$ cat src/rtl/dmem_arb_pkg.sv
// Shared types and default sizing for the data-memory arbiter.
package dmem_arb_pkg;

    localparam int DEF_ADDR_W       = 16;
    localparam int DEF_DATA_W       = 16;
    localparam int DEF_FIFO_DEPTH   = 4;
    localparam int DEF_STARVE_LIMIT = 4;

    // Which requester owns the RAM port this cycle
    typedef enum logic [1:0] {
        GNT_NONE,
        GNT_GPP,
        GNT_CP
    } grant_e;

    // Pending comms write record at the default widths
    typedef struct packed {
        logic [DEF_ADDR_W-1:0] addr;
        logic [DEF_DATA_W-1:0] data;
    } wr_entry_t;

endpackage

$ cat src/rtl/dmem_wr_fifo.sv
// Pending comms-write FIFO with a per-slot address comparator so the
// arbiter can spot GPP accesses that collide with queued writes.
module dmem_wr_fifo #(
    parameter int ADDR_W = 16,
    parameter int DATA_W = 16,
    parameter int DEPTH  = 4
) (
    input  logic                       clk,
    input  logic                       rst,
    input  logic                       push,
    input  logic [ADDR_W-1:0]          push_addr,
    input  logic [DATA_W-1:0]          push_data,
    input  logic                       pop,
    input  logic [ADDR_W-1:0]          match_addr,
    output logic [ADDR_W-1:0]          head_addr,
    output logic [DATA_W-1:0]          head_data,
    output logic [$clog2(DEPTH+1)-1:0] level,
    output logic                       full,
    output logic                       empty,
    output logic [DEPTH-1:0]           match
);

    localparam int LVL_W = $clog2(DEPTH+1);
    localparam int PTR_W = $clog2(DEPTH);
    localparam logic [LVL_W-1:0] FULL_LVL = LVL_W'(DEPTH);

    logic [ADDR_W-1:0] addr_mem [DEPTH];
    logic [DATA_W-1:0] data_mem [DEPTH];
    logic [PTR_W-1:0]  wr_ptr_reg;
    logic [PTR_W-1:0]  rd_ptr_reg;
    logic [LVL_W-1:0]  level_reg;
    logic              push_ok;
    logic              pop_ok;

    assign full      = (level_reg == FULL_LVL);
    assign empty     = (level_reg == '0);
    assign push_ok   = push && !full;
    assign pop_ok    = pop && !empty;
    assign level     = level_reg;
    assign head_addr = addr_mem[rd_ptr_reg];
    assign head_data = data_mem[rd_ptr_reg];

    // Entry storage; contents are meaningless until the slot is marked valid
    always_ff @(posedge clk) begin
        if (push_ok) begin
            addr_mem[wr_ptr_reg] <= push_addr;
            data_mem[wr_ptr_reg] <= push_data;
        end
    end

    // Pointers wrap naturally since DEPTH is a power of two
    always_ff @(posedge clk) begin
        if (rst) begin
            wr_ptr_reg <= '0;
            rd_ptr_reg <= '0;
            level_reg  <= '0;
        end else begin
            if (push_ok) wr_ptr_reg <= wr_ptr_reg + PTR_W'(1);
            if (pop_ok)  rd_ptr_reg <= rd_ptr_reg + PTR_W'(1);
            case ({push_ok, pop_ok})
                2'b10:   level_reg <= level_reg + LVL_W'(1);
                2'b01:   level_reg <= level_reg - LVL_W'(1);
                default: level_reg <= level_reg;
            endcase
        end
    end

    // Per-slot valid flag and address comparator for hazard detection
    for (genvar gi = 0; gi < DEPTH; gi++) begin : g_slot
        logic slot_valid_reg;

        // Set on push into this slot, cleared when the head pops from it
        always_ff @(posedge clk) begin
            if (rst) begin
                slot_valid_reg <= 1'b0;
            end else if (push_ok && wr_ptr_reg == PTR_W'(gi)) begin
                slot_valid_reg <= 1'b1;
            end else if (pop_ok && rd_ptr_reg == PTR_W'(gi)) begin
                slot_valid_reg <= 1'b0;
            end
        end

        assign match[gi] = slot_valid_reg && (addr_mem[gi] == match_addr);
    end

endmodule

$ cat src/rtl/dmem_arbiter.sv
// Single-port data memory arbiter: GPP load/store has priority, comms
// receive writes are queued and drained on idle cycles, with forced drains
// on full FIFO, starvation, or an address collision with a pending write.
module dmem_arbiter
    import dmem_arb_pkg::*;
#(
    parameter int ADDR_W       = DEF_ADDR_W,
    parameter int DATA_W       = DEF_DATA_W,
    parameter int FIFO_DEPTH   = DEF_FIFO_DEPTH,
    parameter int STARVE_LIMIT = DEF_STARVE_LIMIT
) (
    input  logic                            clk,
    input  logic                            rst,
    input  logic                            gpp_req,
    input  logic                            gpp_we,
    input  logic [ADDR_W-1:0]               gpp_addr,
    input  logic [DATA_W-1:0]               gpp_wdata,
    output logic [DATA_W-1:0]               gpp_rdata,
    output logic                            gpp_stall,
    input  logic                            cp_wr_valid,
    input  logic [ADDR_W-1:0]               cp_wr_addr,
    input  logic [DATA_W-1:0]               cp_wr_data,
    output logic                            cp_wr_ready,
    output logic [ADDR_W-1:0]               mem_addr,
    output logic [DATA_W-1:0]               mem_wdata,
    output logic                            mem_we,
    input  logic [DATA_W-1:0]               mem_rdata,
    output logic [$clog2(FIFO_DEPTH+1)-1:0] fifo_level,
    output logic                            overflow_err
);

    localparam int CNT_W = $clog2(STARVE_LIMIT+1);
    localparam logic [CNT_W-1:0] STARVE_MAX = CNT_W'(STARVE_LIMIT);

    logic                  fifo_full;
    logic                  fifo_empty;
    logic [ADDR_W-1:0]     head_addr;
    logic [DATA_W-1:0]     head_data;
    logic [FIFO_DEPTH-1:0] match_vec;
    logic                  hazard;
    logic                  force_drain;
    logic                  push;
    logic                  pop;
    grant_e                grant;
    logic [CNT_W-1:0]      starve_cnt_reg;
    logic                  overflow_reg;

    assign cp_wr_ready  = !fifo_full;
    assign push         = cp_wr_valid && !fifo_full;
    assign pop          = (grant == GNT_CP) && !rst;
    assign gpp_rdata    = mem_rdata;
    assign overflow_err = overflow_reg;
    assign hazard       = gpp_req && (|match_vec);
    assign force_drain  = !fifo_empty &&
                          (fifo_full || (starve_cnt_reg == STARVE_MAX) || hazard);

    dmem_wr_fifo #(
        .ADDR_W (ADDR_W),
        .DATA_W (DATA_W),
        .DEPTH  (FIFO_DEPTH)
    ) u_fifo (
        .clk        (clk),
        .rst        (rst),
        .push       (push),
        .push_addr  (cp_wr_addr),
        .push_data  (cp_wr_data),
        .pop        (pop),
        .match_addr (gpp_addr),
        .head_addr  (head_addr),
        .head_data  (head_data),
        .level      (fifo_level),
        .full       (fifo_full),
        .empty      (fifo_empty),
        .match      (match_vec)
    );

    // Grant decision: forced drain beats the GPP, GPP beats idle draining
    always_comb begin
        grant = GNT_NONE;
        if (force_drain && gpp_req) begin
            grant = GNT_CP;
        end else if (gpp_req) begin
            grant = GNT_GPP;
        end else if (!fifo_empty) begin
            grant = GNT_CP;
        end
    end

    // RAM port steering; the address idles on the GPP address for a fast read path
    always_comb begin
        mem_addr  = gpp_addr;
        mem_wdata = gpp_wdata;
        mem_we    = 1'b0;
        gpp_stall = 1'b0;
        unique case (grant)
            GNT_GPP: mem_we = gpp_we;
            GNT_CP: begin
                mem_addr  = head_addr;
                mem_wdata = head_data;
                mem_we    = 1'b1;
                gpp_stall = gpp_req;
            end
            default: ;
        endcase
        // Nothing may reach RAM while reset is discarding queued words
        if (rst) begin
            mem_we = 1'b0;
        end
    end

    // Count consecutive GPP wins while comms words wait; any drain clears it
    always_ff @(posedge clk) begin
        if (rst) begin
            starve_cnt_reg <= '0;
        end else if (pop) begin
            starve_cnt_reg <= '0;
        end else if (!fifo_empty && grant == GNT_GPP && starve_cnt_reg != STARVE_MAX) begin
            starve_cnt_reg <= starve_cnt_reg + CNT_W'(1);
        end
    end

    // Sticky flag for words offered while the FIFO was full
    always_ff @(posedge clk) begin
        if (rst) begin
            overflow_reg <= 1'b0;
        end else if (cp_wr_valid && fifo_full) begin
            overflow_reg <= 1'b1;
        end
    end

endmodule
$ cat config.mk
export PLATFORM = sky130hd
export DESIGN_NAME = dmem_arbiter
export DESIGN_NICKNAME = d
export VERILOG_FILES = /design/src/rtl/dmem_arb_pkg.sv /design/src/rtl/dmem_wr_fifo.sv /design/src/rtl/dmem_arbiter.sv
export SDC_FILE = /design/constraint.sdc
export NUM_CORES = 1
export LEC_CHECK = 0
export ABC_CLOCK_PERIOD_IN_PS = 9900
export CAP_MARGIN = 20
export CORE_AREA = 3 3 133 103
export DETAILED_ROUTE_END_ITERATION = 8
export DIE_AREA = 0 0 136 106
export PLACE_DENSITY = 0.88
export SLEW_MARGIN = 10
export SYNTH_ARGS = -nofsm -noshare
export SYNTH_HDL_FRONTEND = slang
export SYNTH_HIERARCHICAL = 1
export SYNTH_SLANG_ARGS = --single-unit
$ cat constraint.sdc
create_clock -name clk -period 9.9 [get_ports clk]
set_clock_uncertainty 0.1 [all_clocks]
set_input_delay 1.485 -clock clk [delete_from_list [all_inputs] [get_ports clk]]
set_output_delay 1.485 -clock clk [all_outputs]
set_load 0.1 [all_outputs]
### Word level (Yosys, flattened, before mapping)

Memory sizes are Yosys's and may differ from the RTL's. A register that Yosys moved wholly into a read port is not among the register bits.
Index checks and enable logic that the tools add are counted.

* add/subtract/negate cells: 5
* mux-type cells: 23
* equal/unequal tests: 17
* reductions and logical operators: 37

Operators by type and width (count)
* $eq 16x16->1: 4
* $mux 16: 2
* $logic_and 1x1->1: 22
* $mux 2: 7
* $eq 2x2->1 const B: 6
* $mux 1: 12
* $reduce_bool 2->1: 5
* $eq 2x1->1 const B: 4
* $add 3x1->3 const B: 2
* $eq 3x3->1 const B: 2
* $pmux 3 s2: 1
* $add 2x1->2 const B: 2
* $logic_not 2->1: 2
* $reduce_or 4->1: 1
* $logic_not 1->1: 3
* $logic_not 3->1: 1
* $ne 3x3->1 const B: 1
* $sub 3x1->3 const B: 1
* $logic_or 1x1->1: 2
* $pmux 1 s2: 1
* $reduce_or 2->1: 1

* register bits after elaboration: 15
* bits of input ports: 85
* bits in writable memories: 128
* memories: 2

Memory list
* u_fifo.addr_mem: words 4, bits a word 16, read ports 5, clocked after Yosys merged registers in 1, write ports 1, line dmem_wr_fifo.sv:27 `logic [ADDR_W-1:0] addr_mem [DEPTH];`
* u_fifo.data_mem: words 4, bits a word 16, read ports 1, clocked after Yosys merged registers in 1, write ports 1, line dmem_wr_fifo.sv:28 `logic [DATA_W-1:0] data_mem [DEPTH];`

### Longest topological paths before layout

Gate-level depths: netlist of run 1.

* depth in word-level cells: 14
* mapped depth: 16
* mapped depth without buffers: 14

### Hierarchy

Netlist of run 1, hierarchy kept.

Modules (own cells, without submodules)
* dmem_wr_fifo: area each 6078.3 µm², cells an instance 342, times used 1, sequential area each 4103.9 µm²
* dmem_arbiter: area each 897.1 µm², cells an instance 82, times used 1, sequential area each 80.1 µm²

### Worst setup path after synthesis of run 1

OpenSTA, ideal clock, no wires.

* path kind: in2out
* from: in gpp_addr[10]
* to: out mem_we
* stages: 10
* data arrival time: 4344 ps
* path buffers: 2
* required time: 8315 ps
* slack: 3971 ps
* cells stage by stage: buf_2 xor2_1 nor4_1 nand4_1 nor4_2 nor4_4 a31oi_4 buf_6 a21oi_1 nor2_1

* word-level cells in the longest chain between the ends: 11
* elaborated cells on any way between the ends: 18
* classes of those cells: 6 x eq/ne; 3 x mux; 9 x reduce/logical

Ends and longest elaborated chain
* from (decl): line dmem_arbiter.sv:16 `input logic [ADDR_W-1:0] gpp_addr,`
* $eq 16x16->1 (*): line dmem_wr_fifo.sv:83 `assign match[gi] = slot_valid_reg && (addr_mem[gi] == match_addr);`
* $logic_and 1x1->1 (*): line dmem_wr_fifo.sv:83
* named net match_vec[1]: line dmem_arbiter.sv:39 `logic [FIFO_DEPTH-1:0] match_vec;`
* $reduce_or 4->1 (*): line dmem_arbiter.sv:53 `assign hazard = gpp_req && (|match_vec);`
* $logic_and 1x1->1 (*): line dmem_arbiter.sv:53
* $logic_or 1x1->1 (*): line dmem_arbiter.sv:55 `(fifo_full || (starve_cnt_reg == STARVE_MAX) || hazard);`
* $logic_and 1x1->1 (*): line dmem_arbiter.sv:54 `assign force_drain = !fifo_empty &&`
* $logic_and 1x1->1 (*): line dmem_arbiter.sv:80 `if (force_drain && gpp_req) begin`
* $mux 2 (*): line dmem_arbiter.sv:80
* $eq 2x2->1 / $eq 2x1->1 (equally long branches): line dmem_arbiter.sv:95 `unique case (grant)`
* $pmux 1 s2 (*): line dmem_arbiter.sv:95
* $mux 1 (*): line dmem_arbiter.sv:106 `if (rst) begin`
* to (decl): line dmem_arbiter.sv:26 `output logic mem_we,`

The timed path passes the listed nets; every way through them passes the cells marked *.

### Worst setup path in the final report of run 1

* from: in gpp_addr[2]
* to: out mem_wdata[5]

* word-level cells in the longest chain between the ends: 10
* elaborated cells on any way between the ends: 16
* classes of those cells: 5 x eq/ne; 2 x mux; 9 x reduce/logical

Ends and longest elaborated chain
* $eq 16x16->1: line dmem_wr_fifo.sv:83
* $logic_and 1x1->1: line dmem_wr_fifo.sv:83
* named net match_vec[0]: line dmem_arbiter.sv:39
* $reduce_or 4->1: line dmem_arbiter.sv:53
* $logic_and 1x1->1: line dmem_arbiter.sv:53
* $logic_or 1x1->1: line dmem_arbiter.sv:55
* $logic_and 1x1->1: line dmem_arbiter.sv:54
* $logic_and 1x1->1: line dmem_arbiter.sv:80
* $mux 2: line dmem_arbiter.sv:80
* $eq 2x2->1: line dmem_arbiter.sv:95
* $mux 16: line dmem_arbiter.sv:95
* to (decl): line dmem_arbiter.sv:25 `output logic [DATA_W-1:0] mem_wdata,`

The timed path passes the listed nets, and every way through them passes these cells.

==> results of run 1 <==
## cells by family after synthesis
kind of cell	synth area share (%)
AO/OA/AOI/OAI	1.704
XOR/XNOR	8.771
adder cells (fa/ha/maj)	2.260
buffers and inverters	4.933
flip-flops	59.98
multiplexers	17.27
AND/OR/NAND/NOR	5.076
## worst min path at each step
stage | endpoint | slack [ns] | from
after floorplan | u_fifo/g_slot[2].slot_valid_reg | 0.35 | u_fifo/g_slot[2].slot_valid_reg
after global placement | overflow_err | 0.35 | overflow_err
after detailed placement | overflow_err | 0.39 | overflow_err
after CTS | u_fifo/g_slot[0].slot_valid_reg | 0.40 | u_fifo/g_slot[0].slot_valid_reg
after global routing | overflow_err | 0.42 | overflow_err
final | overflow_err | 0.40 | overflow_err
## worst max-delay path, stage by stage
cell                              delay, ns
sky130_fd_sc_hd__clkdlybuf4s50_1       0.56
sky130_fd_sc_hd__xor2_1                0.23
sky130_fd_sc_hd__nor4_1                0.38
sky130_fd_sc_hd__nand4_1               0.20
sky130_fd_sc_hd__nor4_2                0.35
sky130_fd_sc_hd__nor4_4                0.11
sky130_fd_sc_hd__a31oi_4               0.58
sky130_fd_sc_hd__buf_4                 0.50
sky130_fd_sc_hd__mux2_4                0.25
sky130_fd_sc_hd__clkdlybuf4s50_1       1.15
## through the flow
| stage | utilization, % | cell area (um^2) | hold slack (ns) |
|---|---|---|---|
| after floorplan | - | 6975 | 0.3479 |
| after global placement | 64.88 | 8013 | 0.3490 |
| after detailed placement | 64.88 | 8013 | 0.3866 |
| after CTS | 69.56 | 8591 | 0.3995 |
| after global routing | 69.56 | 8591 | 0.4202 |
| final | 69.56 | 8591 | 0.3974 |
## report_power, final
part | leakage [nW] | internal [mW] | switching [mW]
logic | 1.25 | 0.149 | 0.290
registers | 1.31 | 0.707 | 0.0188
clock network | 0.271 | 0.353 | 0.267
total | 2.83 | 1.21 | 0.577
## layer usage
metal	GRT usage [%]	vias to the layer above	share of wire [%]
li1	-	1758	-
met1	27.44	1977	40
met3	7.947	33	8.5
met2	35.76	181	49
met5	0	-	0
met4	8.849	0	1.9
## cell usage in the layout (no fill, tap or decap), types with 3 or more instances in the layout
cell type / instances
sky130_fd_sc_hd__xnor2_1: 51
sky130_fd_sc_hd__mux4_2: 32
sky130_fd_sc_hd__xor2_1: 17
sky130_fd_sc_hd__ha_1: 11
sky130_fd_sc_hd__clkinv_4: 4
sky130_fd_sc_hd__nand2_1: 13
sky130_fd_sc_hd__mux2_2: 7
sky130_fd_sc_hd__clkdlybuf4s50_1: 107
sky130_fd_sc_hd__buf_4: 6
sky130_fd_sc_hd__nand4_1: 12
sky130_fd_sc_hd__mux2_4: 25
sky130_fd_sc_hd__clkbuf_16: 17
sky130_fd_sc_hd__edfxtp_1: 128
sky130_fd_sc_hd__inv_1: 13
sky130_fd_sc_hd__o21ai_0: 5
sky130_fd_sc_hd__inv_6: 4
sky130_fd_sc_hd__mux2i_1: 3
sky130_fd_sc_hd__a21oi_1: 10
sky130_fd_sc_hd__clkinvlp_4: 4
sky130_fd_sc_hd__nor2b_1: 3
sky130_fd_sc_hd__nor4_1: 4
sky130_fd_sc_hd__nor4_2: 4
sky130_fd_sc_hd__dfxtp_1: 16
sky130_fd_sc_hd__nor2_1: 10
## Yosys cell counts, types with 3 or more instances
cell type / instances
sky130_fd_sc_hd__a21oi_1: 10
sky130_fd_sc_hd__buf_1: 3
sky130_fd_sc_hd__buf_2: 5
sky130_fd_sc_hd__buf_4: 20
sky130_fd_sc_hd__buf_6: 7
sky130_fd_sc_hd__clkbuf_1: 6
sky130_fd_sc_hd__dfxtp_1: 17
sky130_fd_sc_hd__edfxtp_1: 128
sky130_fd_sc_hd__ha_1: 11
sky130_fd_sc_hd__inv_1: 13
sky130_fd_sc_hd__mux2_2: 7
sky130_fd_sc_hd__mux2_4: 25
sky130_fd_sc_hd__mux2i_1: 3
sky130_fd_sc_hd__mux4_2: 32
sky130_fd_sc_hd__nand2_1: 13
sky130_fd_sc_hd__nand4_1: 12
sky130_fd_sc_hd__nor2_1: 10
sky130_fd_sc_hd__nor2b_1: 3
sky130_fd_sc_hd__nor4_1: 4
sky130_fd_sc_hd__nor4_2: 4
sky130_fd_sc_hd__o21ai_0: 5
sky130_fd_sc_hd__xnor2_1: 51
sky130_fd_sc_hd__xor2_1: 17
## layout make-up
| class | count | area (um^2) |
|---|---|---|
| inverter | 15 | 56.30 |
| clock inverter | 15 | 152.6 |
| clock buffer | 17 | 425.4 |
| timing repair buffer | 113 | 1116 |
| fill | 771 | 3759 |
| multi-input combinational | 223 | 2447 |
| sequential | 145 | 4185 |
| tap | 166 | 207.7 |
==> results.yml, run 1 <==
final_layout:
  synthToLayoutAreaGrowth_pct: 23.16
  final_net_count: 612
  n_antenna_cell: 0
  fraction_of_layout_instances_using_a_drive_strength_above_1_pct: 22.16
  finalNonFillerCells: 694
timing:
  timing.final.crit_period_ns: 7.405
  final-max-slew-violation-count: 0
  worst_slew_pin_slew_ns: 1.005
  fin_ws_ns: 2.495
  rsz_0062_raised_after_global_routing: "no"
  post-route-period-util_pct: 74.80
  setup_viol: 0
  report.final.hold_viol_count: 0
  maxSlewHeadroom_pct: 32.82
  final.setup.tns_ns: 0
  fmax_ghz: 0.1350
global_route:
  wire_length_of_the_first_global_routing_pass_um: 23650
  first_global_vias: 4278
  grt_util_overall_pct: 22.19
  grt_max_degree: 33
  initial_antenna_violation_count: 0
  globalRoute.totalOverflow: 0
clock_tree:
  post_cts_hold_buffer_count: 0
  clkLatencyLatePin_ns: 0.43
  clock_tree.buffer_depth: 2
  path_clk_slew_ns: 0.06
  clock_sinks: 145
  cts_inserted_buffers: 17
  ctsHtreeMaxLevel: 4
  cts_resized: 0
  post_cts.repair.setup_buffers: 0
  cts_tree: "yes"
  clk_root_buffer_cell: "sky130_fd_sc_hd__clkbuf_16"
min_path:
  worstHoldPathCells: 2
  min-delay-path-class: "flip-flop to flip-flop"
drt:
  detail_route.first_pass.iterations: 5
  routed_wire_length_per_instance_um: 22.15
  detail_route.wirelength_um: 15380
  drt_drc_violations_left: 0
  vias: 3949
  viasPerCell: 5.690
  number_of_design_rule_violations_left_by_the_first_detailed_router_iteration: 305
  drt.antenna.violating_nets: 0
critical_path:
  cp-start-kind: "primary input"
  critical_path_required_ns: 8.32
  worst_setup_path_endpoint: "mem_wdata[5]"
  worstPathMaxFanout: 23
  ff_to_ff_setup_slack_ns: 5.60
  critical_path_arrival_ns: 5.82
  setup.worst_path.end_class: "output pin"
  worst_path_class_setup: "primary input to output pin"
  regToRegStartpoint: "u_fifo/addr_mem[0][2]"
  worstSetupStartpoint: "gpp_addr[2]"
  r2r-end: "u_fifo/level[2]"
  count_of_cells_along_the_worst_register_to_register_path: 14
logic_synthesis:
  synth_area_leaders: "sky130_fd_sc_hd__edfxtp_1 (55%), sky130_fd_sc_hd__mux4_2 (10%), sky130_fd_sc_hd__xnor2_1 (6.4%), sky130_fd_sc_hd__mux2_4 (5.4%), sky130_fd_sc_hd__dfxtp_1 (4.9%)"
  synth_enable_flop_cells: 128
  ys_ff_latch: 145
  synth_top_area_cell: "sky130_fd_sc_hd__edfxtp_1"
  yosys.area.top_type_share_pct: 55.10
  synthesized_net_count: 521
  yosys_warnings: 6
  synth_flop_cell: "sky130_fd_sc_hd__edfxtp_1"
  syn-mean-instance-area_um2: 16.45
  synth_cells: 424
  async_flop_share_pct: 0
  combined_area_of_all_synthesized_cells_um2: 6975
  synth_seq_area_share_pct: 59.98
  post_synth_num_cell_types: 38
die:
  die_width_um: 136
  die_height_um: 106
  core_area_um2: 12350
  floorplan.io_pins: 140
  placement_rows: 35
  die_area_um2: 14420
  start_util_pct: 56.48
placement:
  gp_routability_congestion: 0.9378
  dp_hpwl_um: 10190
  place_worst_setup_slack_ns: 2.507
  buffer_ports.inserted: 107
  post-place-cells: 662
outcome:
  outcome: "finished clean"
pwr:
  vdd.ir_drop.worst_uv: 153.8
  leakage_nw: 2.830
  totalPowerFinal_mw: 1.786
  pwr_density_cell_nw_per_um2: 207.9
run:
  max_cap_viols: 0
(Power assumes the default switching activity.)
==> inputs of run 2 (changes only) <==
--- a/config.mk
+++ b/config.mk
@@ -5,12 +5,12 @@
 export SDC_FILE = /design/constraint.sdc
 export NUM_CORES = 1
 export LEC_CHECK = 0
-export ABC_CLOCK_PERIOD_IN_PS = 9900
+export ABC_CLOCK_PERIOD_IN_PS = 7100
 export CAP_MARGIN = 20
-export CORE_AREA = 3 3 133 103
+export CORE_AREA = 3 3 138 107
 export DETAILED_ROUTE_END_ITERATION = 8
-export DIE_AREA = 0 0 136 106
-export PLACE_DENSITY = 0.88
+export DIE_AREA = 0 0 141 110
+export PLACE_DENSITY = 0.82
 export SLEW_MARGIN = 10
 export SYNTH_ARGS = -nofsm -noshare
 export SYNTH_HDL_FRONTEND = slang
==> constraint.sdc (replaced) <==
create_clock -name clk -period 7.1 [get_ports clk]
set_clock_uncertainty 0.1 [all_clocks]
set_input_delay 1.065 -clock clk [delete_from_list [all_inputs] [get_ports clk]]
set_output_delay 1.065 -clock clk [all_outputs]
set_load 0.1 [all_outputs]
==> run 2 against run 1 <==
Compared with the run above:
- via count down 0.96%
- first-iteration DRC count is 14% higher
- die area grew 7.6%
- clock-buffer cell count grew 2
- cell count rose by 1.4%
- core utilization fell by 6.2 points
- routed wire length decreased by 1.7%
- non-clock buffer count rose by 1
- largest cell class unchanged
==> results.yml, run 2 (synthesized netlist as in run 1, its figures left out) <==
placement:
  gp_routability_congestion: 0.8813
  place_worst_setup_slack_ns: 1.534
  dp_hpwl_um: 10030
  buffer_ports.inserted: 107
critical_path:
  cp-start-kind: "primary input"
  path_delay_family: "buffers and inverters"
  worst_path_most_repeated_cell: "sky130_fd_sc_hd__buf_4"
  critical_path_required_ns: 5.93
  setup.worst_path.end_class: "output pin"
  slowest_stage: "sky130_fd_sc_hd__a31oi_4"
  worst_path_class_setup: "primary input to output pin"
  ff_to_ff_setup_slack_ns: 2.86
  critical_path_arrival_ns: 4.39
  regToRegStartpoint: "u_fifo/addr_mem[2][0]"
  critical_path.cell_chain: "clkdlybuf4s50_1 -> xor2_2 -> nor4_1 -> nand4_1 -> nor4_2 -> nor4_4 -> a31oi_4 -> buf_4 -> mux2_2 -> buf_4"
  r2r-end: "u_fifo/level[2]"
  critical_path.max_stage_delay_ns: 0.58
  count_of_cells_along_the_worst_register_to_register_path: 14
  timing.critical_path.buf_inv: 3
  worstPathMaxFanout: 14
drt:
  drt_drc_violations_left: 0
  detail_route.wirelength_um: 15120
  viasPerCell: 5.555
  number_of_design_rule_violations_left_by_the_first_detailed_router_iteration: 347
  routed_wire_length_per_instance_um: 21.47
  drt.antenna.violating_nets: 0
  vias: 3911
  detail_route.first_pass.iterations: 4
timing:
  worst_slew_pin_slew_ns: 0.9761
  timing.final.crit_period_ns: 5.556
  post-route-period-util_pct: 78.26
  rsz_0062_raised_after_global_routing: "no"
  final-max-slew-violation-count: 0
  maxSlewHeadroom_pct: 34.72
  fmax_ghz: 0.1800
  setup_viol: 0
  report.final.hold_viol_count: 0
  fin_hold_ws_ns: 0.3873
  fin_ws_ns: 1.544
  final.setup.tns_ns: 0
min_path:
  worst_case_hold_path_end_point: "u_fifo/g_slot[1].slot_valid_reg"
  min-delay-path-class: "flip-flop to flip-flop"
  worstHoldPathCells: 2
  timing.hold.worst.start: "u_fifo/g_slot[1].slot_valid_reg"
outcome:
  outcome: "finished clean"
die:
  die_area_um2: 15510
  die_height_um: 110
  floorplan.io_pins: 140
  core_area_um2: 13560
  placement_rows: 37
  start_util_pct: 51.43
  die_width_um: 141
global_route:
  wire_length_of_the_first_global_routing_pass_um: 23320
  grt_max_degree: 33
  initial_antenna_violation_count: 0
  globalRoute.totalOverflow: 0
  grt_util_overall_pct: 20.50
  first_global_vias: 4079
clock_tree:
  post_cts_hold_buffer_count: 0
  path_clk_slew_ns: 0.06
  cts_inserted_buffers: 17
  clock_tree.buffer_depth: 2
  clkLatencyLatePin_ns: 0.41
  cts_resized: 0
  cts_tree: "yes"
  ctsHtreeMaxLevel: 4
  clock_sinks: 145
  post_cts.repair.setup_buffers: 0
  clk_root_buffer_cell: "sky130_fd_sc_hd__clkbuf_16"
final_layout:
  mostFrequentLayoutCell: "sky130_fd_sc_hd__edfxtp_1"
  layout_common_cells: "sky130_fd_sc_hd__edfxtp_1 (128), sky130_fd_sc_hd__clkdlybuf4s50_1 (74), sky130_fd_sc_hd__xnor2_1 (51), sky130_fd_sc_hd__buf_4 (40), sky130_fd_sc_hd__mux4_2 (32)"
  n_antenna_cell: 0
  fillCellCount: 978
  fraction_of_layout_instances_using_a_drive_strength_above_1_pct: 27.98
  synthToLayoutAreaGrowth_pct: 23.12
  final_net_count: 613
pwr:
  vdd.ir_drop.worst_uv: 265.2
  pwr_density_cell_nw_per_um2: 300.6
  leakage_nw: 2.900
run:
  max_cap_viols: 0
run 2: stage by stage:
step | std cells | area, um^2 | util (%) | total power [mW]
final | 704 | 8588 | 63.32 | 2.582
after global routing | 704 | 8588 | 63.32 | 2.667
after CTS | 704 | 8588 | 63.32 | 2.602
after detailed placement | 672 | 7949 | 58.60 | 1.634
after global placement | 672 | 7949 | 58.60 | 1.622
after floorplan | 424 | 6975 | - | 1.527
run 2: per-layer routing:
metal / part of all wire [%] / wire [um] / global-route usage (%)
met1: 41 / 6195 / 26.55
met5: 0 / 0 / 0
met3: 9.3 / 1406 / 6.080
met4: 1.6 / 246 / 6.985
met2: 48 / 7267 / 33.64
run 2: worst max path at each step:
stage / from / endpoint / slack, ns / cells after the start
final: gpp_addr[0] / mem_wdata[15] / 1.54 / 10
after detailed placement: gpp_addr[15] / mem_wdata[15] / 1.53 / 10
after CTS: gpp_addr[0] / mem_wdata[15] / 1.51 / 10
after global routing: gpp_addr[0] / mem_wdata[15] / 1.31 / 10
after global placement: gpp_addr[0] / mem_wdata[15] / 1.66 / 10
after floorplan: gpp_addr[10] / mem_we / 2.01 / 10
run 2: final cells by class:
class                   instances  area (um^2)  share of cell area (%)
repair buffers                114         1041                   12.12
multi-input cells             223         2447                   28.50
clock inverters                13        206.4                   2.404
inverters                      15        56.30                  0.6556
well taps                     175        219.0                   2.550
flip-flops and latches        145         4185                   48.73
clock buffers                  19        432.9                   5.041
run 2: worst register-to-register path, delay by kind of cell (launching register included):
family,cells,cell delay [ns]
and+or+nand+nor,7,1.87
AOI/OAI and AO/OA,2,0.72
adders and majority gates,2,0.60
xor gates and xnor gates,2,0.37
buffers and inverters,1,0.06
DFF,1,0.44
run 2: report_power, final:
part | switching (mW) | internal (mW)
Sequential | 0.0258 | 0.987
Combinational | 0.405 | 0.198
Clock | 0.342 | 0.625
==> inputs of run 3 (changes only) <==
--- a/config.mk
+++ b/config.mk
@@ -5,12 +5,12 @@
 export SDC_FILE = /design/constraint.sdc
 export NUM_CORES = 1
 export LEC_CHECK = 0
-export ABC_CLOCK_PERIOD_IN_PS = 7100
+export ABC_CLOCK_PERIOD_IN_PS = 5100
 export CAP_MARGIN = 20
-export CORE_AREA = 3 3 138 107
+export CORE_AREA = 3 3 145 112
 export DETAILED_ROUTE_END_ITERATION = 8
-export DIE_AREA = 0 0 141 110
-export PLACE_DENSITY = 0.82
+export DIE_AREA = 0 0 148 115
+export PLACE_DENSITY = 0.79
 export SLEW_MARGIN = 10
 export SYNTH_ARGS = -nofsm -noshare
 export SYNTH_HDL_FRONTEND = slang
==> constraint.sdc (replaced) <==
create_clock -name clk -period 5.1 [get_ports clk]
set_clock_uncertainty 0.1 [all_clocks]
set_input_delay 0.765 -clock clk [delete_from_list [all_inputs] [get_ports clk]]
set_output_delay 0.765 -clock clk [all_outputs]
set_load 0.1 [all_outputs]
==> run 3 against run 2 <==
Compared with the run above:
- register-to-register slack lost 1.7 ns
- flip-flop and latch count is the same
- clock power grew 22%
- hold slack gained 0.0043 ns
- global-route usage shrank 2.5 points
- non-clock buffer count shrank 1
- core utilization shrank 3.7 points
==> results.yml, run 3 (synthesized netlist as in run 1, its figures left out) <==
timing:
  report.final.hold_viol_count: 0
  final-max-slew-violation-count: 0
  rsz_0062_raised_after_global_routing: "no"
  post-route-period-util_pct: 91.03
  maxSlewHeadroom_pct: 35.23
  final.setup.tns_ns: 0
  timing.final.crit_period_ns: 4.643
  setup_viol: 0
  worst_slew_pin_slew_ns: 0.9686
  fmax_ghz: 0.2154
final_layout:
  synthToLayoutAreaGrowth_pct: 28.45
  mostFrequentLayoutCell: "sky130_fd_sc_hd__edfxtp_1"
  fillCellCount: 1169
  fraction_of_layout_instances_using_a_drive_strength_above_1_pct: 28.41
  layout_common_cells: "sky130_fd_sc_hd__edfxtp_1 (128), sky130_fd_sc_hd__clkdlybuf4s50_1 (73), sky130_fd_sc_hd__xnor2_1 (51), sky130_fd_sc_hd__buf_12 (33), sky130_fd_sc_hd__mux4_2 (32)"
  final_net_count: 612
  n_antenna_cell: 0
  finalNonFillerCells: 733
placement:
  dp_hpwl_um: 10120
  gp_routability_congestion: 0.8882
  buffer_ports.inserted: 107
  post-place-cells: 701
min_path:
  min-delay-path-class: "flip-flop to flip-flop"
  timing.hold.worst.start: "overflow_err"
drt:
  number_of_design_rule_violations_left_by_the_first_detailed_router_iteration: 302
  detail_route.first_pass.iterations: 6
  drt_drc_violations_left: 0
  drt.antenna.violating_nets: 0
  vias: 3884
  detail_route.wirelength_um: 14490
  viasPerCell: 5.299
  routed_wire_length_per_instance_um: 19.77
pwr:
  pwr_density_cell_nw_per_um2: 397.1
  leakage_nw: 3.011
  vdd.ir_drop.worst_uv: 235.3
clock_tree:
  cts_inserted_buffers: 17
  clk_root_buffer_cell: "sky130_fd_sc_hd__clkbuf_16"
  cts_resized: 0
  cts_tree: "yes"
  clock_tree.buffer_depth: 2
  path_clk_slew_ns: 0.06
  clkLatencyLatePin_ns: 0.41
  clock_sinks: 145
  post_cts_hold_buffer_count: 0
  ctsHtreeMaxLevel: 4
  post_cts.repair.setup_buffers: 0
outcome:
  outcome: "finished clean"
global_route:
  initial_antenna_violation_count: 1
  grt_max_degree: 33
  wire_length_of_the_first_global_routing_pass_um: 23080
  globalRoute.totalOverflow: 0
  grt_util_overall_pct: 18.03
  first_global_vias: 4211
critical_path:
  worstPathMaxFanout: 21
  cp-start-kind: "primary input"
  regToRegStartpoint: "u_fifo/addr_mem[0][13]"
  setup.worst_path.end_class: "output pin"
  worst_path_class_setup: "primary input to output pin"
  worstSetupStartpoint: "gpp_addr[13]"
  critical_path_required_ns: 4.24
  critical_path_arrival_ns: 3.78
die:
  floorplan.io_pins: 140
  core_area_um2: 15030
  start_util_pct: 46.41
  die_height_um: 115
  die_width_um: 148
  placement_rows: 39
  die_area_um2: 17020
run:
  max_cap_viols: 0
==> run 3: changes by cell type in the layout (fill, tap and decap cells not counted), sizes merged <==
cell,delta
clkinvlp,+2
clkdlybuf4s50,-1
inv,-1
bufinv,-3
clkinv,+2
==> run 3: worst paths after layout <==
kind | endpoint | slack, ns | cells after the start
setup / recovery | mem_addr[15] | 0.46 | 10
hold / removal | overflow_err | 0.39 | 2
setup reg to reg | u_fifo/level[2] | 1.20 | 14
hold reg to reg | overflow_err | 0.39 | 2
==> run 3: power by group <==
part | leakage (nW) | internal (mW) | switching (mW)
combinational | 1.43 | 0.384 | 0.576
clock | 0.270 | 0.719 | 0.463
sequential | 1.31 | 1.37 | 0.0428
total | 3.01 | 2.48 | 1.08
==> run 3: per-layer routing <==
metal	track usage [%]	wire, um	up-vias	part of all wire (%)
met1	23.07	5980	1954	41
met5	0	8	-	0.055
met4	5.846	252	2	1.7
met2	29.80	7234	142	50
met3	5.595	1019	34	7.0
li1	-	-	1752	-
==> run 3: cell type report <==
type | count | area [um^2] | area share (%)
inverters | 15 | 56.30 | 0.6284
repair buffers | 113 | 1444 | 16.12
clock inverters | 13 | 136.4 | 1.522
clock buffers | 19 | 432.9 | 4.832
multi-input cells | 223 | 2447 | 27.31
flip-flops and latches | 145 | 4187 | 46.73
well taps | 205 | 256.5 | 2.863
==> run 3: critical path: stages <==
cell and delay [ns]:
sky130_fd_sc_hd__clkdlybuf4s50_1 0.56, sky130_fd_sc_hd__xor2_1 0.22, sky130_fd_sc_hd__nor4_1 0.40, sky130_fd_sc_hd__nand4_1 0.18, sky130_fd_sc_hd__nor4_2 0.34, sky130_fd_sc_hd__nor4_4 0.12, sky130_fd_sc_hd__a31oi_4 0.19, sky130_fd_sc_hd__buf_4 0.38
sky130_fd_sc_hd__mux2_2 0.42, sky130_fd_sc_hd__buf_12 0.18
==> run 3: per-stage QoR <==
step / power, mW / util [%] / area (um^2) / hold WS (ns) / setup WS [ns]
after floorplan: 2.127 / - / 6975 / 0.3479 / 0.6110
after global placement: 2.389 / 55.83 / 8391 / 0.3512 / 0.4763
after detailed placement: 2.406 / 55.83 / 8391 / 0.3791 / 0.2868
after CTS: 3.593 / 59.62 / 8960 / 0.3944 / 0.4098
after global routing: 3.690 / 59.62 / 8960 / 0.4188 / 0.2989
final: 3.558 / 59.62 / 8960 / 0.3916 / 0.4573
